## src/rtl/aud_pkg.sv

```systemverilog
// ---------------------------------------------------------------------------
// aud_pkg
//   Shared definitions for the audio playback sequencer:
//     - default SRAM address / sample widths
//     - playback FSM state encoding (3 bits, also exported on o_state)
//     - RECIP table: round(1024 / N) for speed factors N = 1..8,
//       indexed by N-1
//     - saturate16: clamp a wide signed value into the 16-bit sample range
// ---------------------------------------------------------------------------
package aud_pkg;

   localparam int ADDR_W_DEF = 20;
   localparam int DATA_W_DEF = 16;

   typedef enum logic [2:0] {
      ST_IDLE    = 3'd0,
      ST_WAIT_LR = 3'd1,
      ST_FETCH   = 3'd2,
      ST_CALC    = 3'd3,
      ST_HOLD    = 3'd4,
      ST_PAUSE   = 3'd5
   } state_e;

   // Element [i] holds 1024/(i+1), so the table is addressed with N-1.
   localparam logic [7:0][10:0] RECIP = {
      11'd128, 11'd146, 11'd171, 11'd205,
      11'd256, 11'd341, 11'd512, 11'd1024
   };

   function automatic logic signed [15:0] saturate16(input logic signed [31:0] v);
      if (v > 32'sd32767)
         return 16'sh7FFF;
      else if (v < -32'sd32768)
         return 16'sh8000;
      else
         return v[15:0];
   endfunction

endpackage

```

## src/rtl/aud_interp.sv

```systemverilog
// ---------------------------------------------------------------------------
// aud_interp
//   Combinational linear interpolator between two consecutive samples.
//   o_sample = sat16( prev + ((cur - prev) * k * RECIP[N-1]) >>> 10 )
//   The shift is arithmetic, so the fractional part rounds toward -inf.
//
// Ports
//   i_prev    in  16  previous sample (signed)
//   i_cur     in  16  current sample (signed)
//   i_k       in  3   phase within the sample, 0..N-1
//   i_n_m1    in  3   speed factor minus one (N-1), 0..7
//   o_sample  out 16  interpolated, saturated sample (signed)
// ---------------------------------------------------------------------------
module aud_interp
   import aud_pkg::*;
(
   input  logic signed [15:0] i_prev,
   input  logic signed [15:0] i_cur,
   input  logic        [2:0]  i_k,
   input  logic        [2:0]  i_n_m1,
   output logic signed [15:0] o_sample
);

   logic signed [16:0] w_diff;
   logic signed [31:0] w_prod;
   logic signed [31:0] w_sum;

   // A 17-bit difference holds any pair of 16-bit samples without wrap.
   assign w_diff = 17'(i_cur) - 17'(i_prev);

   // |diff| * 7 * 1024 < 2^29, so a 32-bit signed product cannot overflow.
   assign w_prod = 32'(w_diff)
                 * 32'($signed({1'b0, i_k}))
                 * 32'($signed({1'b0, RECIP[i_n_m1]}));

   assign w_sum    = 32'(i_prev) + (w_prod >>> 10);
   assign o_sample = saturate16(w_sum);

endmodule

```

## src/rtl/aud_play_ctrl.sv

```systemverilog
// ---------------------------------------------------------------------------
// aud_play_ctrl
//   Playback sequencer feeding the I2S DAC serializer. Walks SRAM sample
//   addresses through a req/ack read port and applies speed control:
//   fast mode skips N-1 samples per frame, slow mode repeats each sample
//   for N frames (zero-order hold) or interpolates linearly towards it.
//   One sample is presented per LRCK frame; it is set up while LRCK is
//   high and held stable while LRCK is low (the serializer's half).
//
// Ports
//   i_bclk       in  1       audio bit clock
//   i_rst_n      in  1       asynchronous active-low reset
//   i_daclrck    in  1       DAC LR clock, low = left half (transmit half)
//   i_start      in  1       pulse: begin playback from address 0
//   i_pause      in  1       level: hold playback at a frame boundary
//   i_stop       in  1       pulse: abort playback (wins over i_start)
//   i_fast       in  1       1 = fast mode, 0 = normal/slow
//   i_interp     in  1       slow mode: 1 = linear, 0 = zero-order hold
//   i_speed      in  3       speed factor N = i_speed + 1
//   i_end_addr   in  ADDR_W  last valid sample address (inclusive)
//   o_sram_req   out 1       read request, held until i_sram_ack
//   o_sram_addr  out ADDR_W  read address
//   i_sram_ack   in  1       read complete, i_sram_data valid
//   i_sram_data  in  DATA_W  read data
//   o_en         out 1       enable to the DAC serializer
//   o_dac_data   out DATA_W  sample to the serializer
//   o_addr       out ADDR_W  current play address
//   o_done       out 1       one-cycle pulse at end of data or on stop
//   o_state      out 3       FSM state
// ---------------------------------------------------------------------------
module aud_play_ctrl
   import aud_pkg::*;
#(
   parameter int ADDR_W = ADDR_W_DEF,
   parameter int DATA_W = DATA_W_DEF
) (
   input  logic              i_bclk,
   input  logic              i_rst_n,
   input  logic              i_daclrck,
   input  logic              i_start,
   input  logic              i_pause,
   input  logic              i_stop,
   input  logic              i_fast,
   input  logic              i_interp,
   input  logic [2:0]        i_speed,
   input  logic [ADDR_W-1:0] i_end_addr,
   output logic              o_sram_req,
   output logic [ADDR_W-1:0] o_sram_addr,
   input  logic              i_sram_ack,
   input  logic [DATA_W-1:0] i_sram_data,
   output logic              o_en,
   output logic [DATA_W-1:0] o_dac_data,
   output logic [ADDR_W-1:0] o_addr,
   output logic              o_done,
   output logic [2:0]        o_state
);

   state_e                   r_state;
   logic                     r_lrck_q;
   logic [ADDR_W-1:0]        r_addr;
   logic [2:0]               r_k;
   logic [3:0]               r_n_lat;
   logic                     r_fast;
   logic                     r_interp;
   logic signed [DATA_W-1:0] r_prev;
   logic signed [DATA_W-1:0] r_cur;
   logic                     r_first;
   logic                     r_stop_pend;
   logic                     r_late;
   logic                     r_req;
   logic                     r_en;
   logic [DATA_W-1:0]        r_dac_data;
   logic                     r_done;

   logic                     w_rise;
   logic [2:0]               w_n_m1;
   logic [3:0]               w_n_in;
   logic                     w_k_wrap;
   logic [ADDR_W:0]          w_next;
   logic                     w_past_end;
   logic signed [DATA_W-1:0] w_interp;
   logic [DATA_W-1:0]        w_calc;

   assign w_rise = i_daclrck & ~r_lrck_q;
   assign w_n_m1 = 3'(r_n_lat - 4'd1);
   assign w_n_in = {1'b0, i_speed} + 4'd1;

   // In slow/normal mode a new sample is due once the phase reaches N-1.
   assign w_k_wrap = (r_k == w_n_m1);

   // One bit wider than the address so the end check sees a carry-out.
   assign w_next = {1'b0, r_addr}
                 + (r_fast ? {{(ADDR_W-3){1'b0}}, r_n_lat}
                           : {{ADDR_W{1'b0}}, 1'b1});
   assign w_past_end = (w_next > {1'b0, i_end_addr});

   aud_interp u_interp (
      .i_prev   (r_prev),
      .i_cur    (r_cur),
      .i_k      (r_k),
      .i_n_m1   (w_n_m1),
      .o_sample (w_interp)
   );

   assign w_calc = (r_fast || !r_interp) ? r_cur : w_interp;

   // NOTE: clocked state uses non-blocking assignments only, so every
   // register in this block sees the values from before the edge.
   always_ff @(posedge i_bclk or negedge i_rst_n) begin
      if (!i_rst_n) begin
         r_state     <= ST_IDLE;
         r_lrck_q    <= 1'b0;
         r_addr      <= '0;
         r_k         <= '0;
         r_n_lat     <= 4'd1;
         r_fast      <= 1'b0;
         r_interp    <= 1'b0;
         r_prev      <= '0;
         r_cur       <= '0;
         r_first     <= 1'b0;
         r_stop_pend <= 1'b0;
         r_late      <= 1'b0;
         r_req       <= 1'b0;
         r_en        <= 1'b0;
         r_dac_data  <= '0;
         r_done      <= 1'b0;
      end else begin
         r_lrck_q <= i_daclrck;
         r_done   <= 1'b0;

         // Stop aborts anywhere except mid-read; a pending read always
         // completes its handshake before the abort is applied.
         if (i_stop && r_state != ST_FETCH) begin
            r_state     <= ST_IDLE;
            r_en        <= 1'b0;
            r_dac_data  <= '0;
            r_done      <= 1'b1;
            r_stop_pend <= 1'b0;
            r_late      <= 1'b0;
         end else begin
            case (r_state)
               ST_IDLE: begin
                  if (i_start) begin
                     r_addr   <= '0;
                     r_k      <= '0;
                     r_n_lat  <= w_n_in;
                     r_fast   <= i_fast;
                     r_interp <= i_interp;
                     r_first  <= 1'b1;
                     r_late   <= 1'b0;
                     r_req    <= 1'b1;
                     r_state  <= ST_FETCH;
                  end
               end

               ST_WAIT_LR: begin
                  if (w_rise) begin
                     if (i_pause) begin
                        r_en       <= 1'b0;
                        r_dac_data <= '0;
                        r_state    <= ST_PAUSE;
                     end else if (r_late) begin
                        // The read finished after the previous fall; the
                        // old sample played again, present the new one now.
                        r_late  <= 1'b0;
                        r_state <= ST_CALC;
                     end else if (r_fast || w_k_wrap) begin
                        r_k      <= '0;
                        r_n_lat  <= w_n_in;
                        r_fast   <= i_fast;
                        r_interp <= i_interp;
                        if (w_past_end) begin
                           r_en       <= 1'b0;
                           r_dac_data <= '0;
                           r_done     <= 1'b1;
                           r_state    <= ST_IDLE;
                        end else begin
                           r_addr  <= w_next[ADDR_W-1:0];
                           r_req   <= 1'b1;
                           r_state <= ST_FETCH;
                        end
                     end else begin
                        r_k     <= r_k + 3'd1;
                        r_state <= ST_CALC;
                     end
                  end
               end

               ST_FETCH: begin
                  if (i_stop)
                     r_stop_pend <= 1'b1;
                  if (i_sram_ack) begin
                     r_req <= 1'b0;
                     if (i_stop || r_stop_pend) begin
                        r_stop_pend <= 1'b0;
                        r_en        <= 1'b0;
                        r_dac_data  <= '0;
                        r_done      <= 1'b1;
                        r_state     <= ST_IDLE;
                     end else begin
                        r_prev  <= r_first ? '0 : r_cur;
                        r_cur   <= i_sram_data;
                        r_first <= 1'b0;
                        r_state <= ST_CALC;
                     end
                  end
               end

               ST_CALC: begin
                  // Only update the output while the serializer is idle
                  // (LRCK high); otherwise defer to the next frame.
                  if (i_daclrck) begin
                     r_dac_data <= w_calc;
                     r_en       <= 1'b1;
                     r_state    <= ST_HOLD;
                  end else begin
                     r_late  <= 1'b1;
                     r_state <= ST_WAIT_LR;
                  end
               end

               ST_HOLD: begin
                  if (!i_daclrck)
                     r_state <= ST_WAIT_LR;
               end

               ST_PAUSE: begin
                  if (!i_pause)
                     r_state <= ST_WAIT_LR;
               end

               default: r_state <= ST_IDLE;
            endcase
         end
      end
   end

   assign o_sram_req  = r_req;
   assign o_sram_addr = r_addr;
   assign o_en        = r_en;
   assign o_dac_data  = r_dac_data;
   assign o_addr      = r_addr;
   assign o_done      = r_done;
   assign o_state     = r_state;

endmodule

```

## config.mk

```make
export PLATFORM = sky130hd
export DESIGN_NAME = aud_play_ctrl
export DESIGN_NICKNAME = d
export VERILOG_FILES = /design/src/rtl/aud_pkg.sv /design/src/rtl/aud_interp.sv /design/src/rtl/aud_play_ctrl.sv
export SDC_FILE = /design/constraint.sdc
export NUM_CORES = 1
export LEC_CHECK = 0
export CORE_ASPECT_RATIO = 0.7
export CORE_UTILIZATION = 55
export CTS_CLUSTER_DIAMETER = 120
export DETAILED_ROUTE_END_ITERATION = 8
export GPL_TIMING_DRIVEN = 0
export MAX_ROUTING_LAYER = met4
export PLACE_DENSITY = 0.76
export SETUP_SLACK_MARGIN = 0.2
export SLEW_MARGIN = 0
export SYNTH_ARGS = -nofsm -noshare
export SYNTH_HDL_FRONTEND = slang
export SYNTH_SLANG_ARGS = --single-unit
```

## constraint.sdc

```tcl
create_clock -name i_bclk -period 13.1 [get_ports i_bclk]
set_clock_uncertainty 0.1 [all_clocks]
set_input_delay 3.275 -clock i_bclk [delete_from_list [all_inputs] [get_ports i_bclk]]
set_output_delay 3.275 -clock i_bclk [all_outputs]
set_load 0.05 [all_outputs]
```

==> reports/metrics.yaml <==
status: "finished, final reports clean"
fillCellCount: 2543
num_antenna_cells: 0
port_buffers: 109
fin_util_pct: 66.5
final_area_um2: 20100
clock_sinks: 87
detail_route.wl_per_cell_um: 18.4
max_cap_violations: 0
synth_ff_type: "dfrtp_1"
yosysWarnings: 0
grt_max_degree: 48
io_pins: 110
dp_hpwl_um: 39500
synth_area_leader_cell: "fa_1"
start_kind: "register"
max_freq_ghz: 0.0801
clk_pin_slew_worst_paths_ns: 0.07
ys_seq_area_share_pct: 12.8
cts_hold_buffers: 0
relSlewSlack_pct: 24.0
grt_util_all_layers_pct: 31.9
yosysTopAreaCellShare_pct: 24.3
fp.dieW_um: 213
synth_fp_nets: 2465
setup_viol: 0
num-nets-final: 2640
powerDensity_nw_per_um2: 193
cp.required_ns: 13.27
overflow: 0
synth_cells: 2022
path_delay_family: "adder cells"
place_area_um2: 18700
avgSynthCellArea_um2: 8.44
grt_pass1_vias: 14600
layout-drive-gt1-share_pct: 11.8
dr.pass1.iters: 5
hold_path.startpoint: "r_interp$_DFFE_PN0P_"
path_buf_inv: 10
timing.rr.end: "o_dac_data[13]$_DFFE_PN0P_"
hold_viol_final: 0
cts_tree: "yes"
r2r_slack_ns: 0.61
synth_area_um2: 17100
synth_cell_types: 82
place_congestion: 0.975
hp-class: "register to register"
vias: 14800
initial_utilization_pct: 56.4
min_to: "r_interp$_DFFE_PN0P_"
via_per_inst: 5.65
dpl.cell_count: 2544
synth_edf_count: 0
p_leak_nw: 9.94
pre_cts_ws_ns: -0.892
cts_buffers: 9
dieArea_um2: 31700
fin_crit_ns: 12.49
fin_ws_ns: 0.608
htree_levels: 3
ant_nets: 0
ys_seq_elements: 87
stdcell_count: 2614
holdPathStages: 1
crit_path_max_fanout: 8
worstPathArrival_ns: 12.66
core_um2: 30200
antenna_found_initial: 0
clockRootBuffer: "clkbuf_16"
syn_to_final_growth_pct: 17.8
r2r_cells: 56
worstReg2RegStart: "r_cur[0]$_DFFE_PN0P_"
fp-row-count: 53
drv_slew: 0
setup.worst_path.end_class: "register"
grt_pass1_wl_um: 76600
crit_path_max_incr_delay_ns: 0.54
finalCritPeriodShare_pct: 95.4
ys_top_cells_by_area: "fa_1 (24%), ha_1 (14%), dfrtp_1 (13%)"
peakVddDrop_mv: 0.198
async_reset_ff_share_pct: 100
rsz0062_at_grt: "false"
clockBufferDepth: 2
routed_wl_um: 48000
drc: 0
clk_latency_ns: 0.34
path_class: "register to register"
worstMarginPinSlew_ns: 1.14
cp_slowest_cell: "fa_1"
drt-initial-drc-count: 1296
die_h_um: 149
-- cell usage in the layout (no fill, tap or decap), drive strengths merged, types with 6 or more instances in the layout --
cell / count
inv: 345
fa: 207
ha: 188
nand2: 185
nor2: 175
clkdlybuf4s50: 108
o21ai: 100
buf: 89
dfrtp: 86
xnor2: 77
clkbuf: 65
a21oi: 65
and2: 61
nand3: 44
xor2: 35
nand2b: 34
a21o: 32
nor3: 24
nor2b: 22
mux2i: 22
mux2: 20
and3: 15
o21a: 15
nand4: 15
a22oi: 13
or2: 10
o21bai: 10
a31oi: 10
a211oi: 10
or3: 8
o31ai: 8
a21boi: 8
o211ai: 7
and4: 6
-- layout make-up --
type | count | area [um2] | share of cell area [%]
clock inverters | 3 | 21.3 | 0.106
repair buffers | 164 | 1560 | 7.78
inverters | 345 | 1300 | 6.45
multi-input cells | 1505 | 13800 | 68.8
clock buffers | 13 | 250 | 1.24
well taps | 412 | 515 | 2.56
flip-flops and latches | 87 | 2180 | 10.8
plain buffers | 85 | 453 | 2.25
-- where the power goes --
part	internal, mW	switching (mW)	total (mW)
combinational	1.21	1.97	3.18
sequential	0.348	0.0965	0.444
clock	0.134	0.111	0.246
total	1.69	2.18	3.87
-- state kept, by name, indices dropped and copies added, names as in the netlist --
name and cells:
o_addr 20, o_en 1, o_sram_req 1, r_first 1
r_interp 1, r_stop_pend 1, r_lrck_q 1, r_n_lat 4
r_k 3, o_dac_data 16, r_cur 16, o_done 1
r_fast 1, r_prev 16, o_state 3, r_late 1
-- through the flow --
| step | power (mW) | hold slack [ns] | setup TNS, ns |
|---|---|---|---|
| after global placement | 3.19 | 0.384 | -8.79 |
| after global routing | 4.20 | 0.428 | 0 |
| after floorplan | 2.46 | 0.373 | 0 |
| final | 3.87 | 0.399 | 0 |
| after detailed placement | 3.25 | 0.388 | -13.26 |
| after CTS | 3.60 | 0.402 | 0 |
-- cells in the mapped netlist (14+ instances only) --
library cell / instances
a21o_1: 32
a21oi_1: 64
and2_1: 61
and3_1: 15
buf_4: 20
clkbuf_1: 53
dfrtp_1: 86
fa_1: 207
ha_1: 188
inv_1: 345
mux2_2: 20
mux2i_1: 22
nand2_1: 184
nand2b_1: 34
nand3_1: 44
nand4_1: 14
nor2_1: 175
nor2b_1: 22
nor3_1: 24
o21a_1: 15
o21ai_0: 84
o21ai_1: 16
xnor2_1: 76
xor2_1: 35
-- what timing repair did --
item / 4_1_cts / 5_1_grt
buffers inserted: 15 / 38
setup endpoints to repair: 16 / 16
gates cloned: 0 / 1
pin swaps: 8 / 78
resized for setup: 42 / 122
-- cells by family (layout without fill, tap and decap cells) --
logic type / count (synthesis) / after routing / share of synthesized area, %
AND/OR/NAND/NOR: 615 / 615 / 17.0
buffers and inverters: 430 / 610 / 10.1
adder cells (fa/ha/maj): 396 / 396 / 38.1
AO/OA/AOI/OAI: 340 / 340 / 13.5
XOR/XNOR: 112 / 112 / 5.79
flip-flops: 87 / 87 / 12.8
multiplexers: 42 / 42 / 2.61
-- how the worst max path moves through the flow --
stage,from,endpoint,slack (ns),depth (start not counted)
floorplan,r_prev[0]$_DFFE_PN0P_,o_dac_data[10]$_DFFE_PN0P_,0.99,54
global placement,r_cur[0]$_DFFE_PN0P_,o_dac_data[2]$_DFFE_PN0P_,-0.65,53
detailed placement,r_cur[0]$_DFFE_PN0P_,o_dac_data[14]$_DFFE_PN0P_,-0.89,53
CTS,r_cur[0]$_DFFE_PN0P_,o_dac_data[13]$_DFFE_PN0P_,0.20,57
global route,r_cur[0]$_DFFE_PN0P_,o_dac_data[13]$_DFFE_PN0P_,0.02,56
finish,r_cur[0]$_DFFE_PN0P_,o_dac_data[13]$_DFFE_PN0P_,0.61,56
-- routing by layer --
metal / part of all wire, % / track usage [%] / vias to the layer above
met2: 44 / 47.7 / 567
met3: 8.3 / 6.48 / 62
li1: - / - / 6942
met1: 46 / 44.9 / 7199
met5: 0 / - / -
met4: 2.0 / 6.19 / 0
Power figures use the tool's default switching activity.
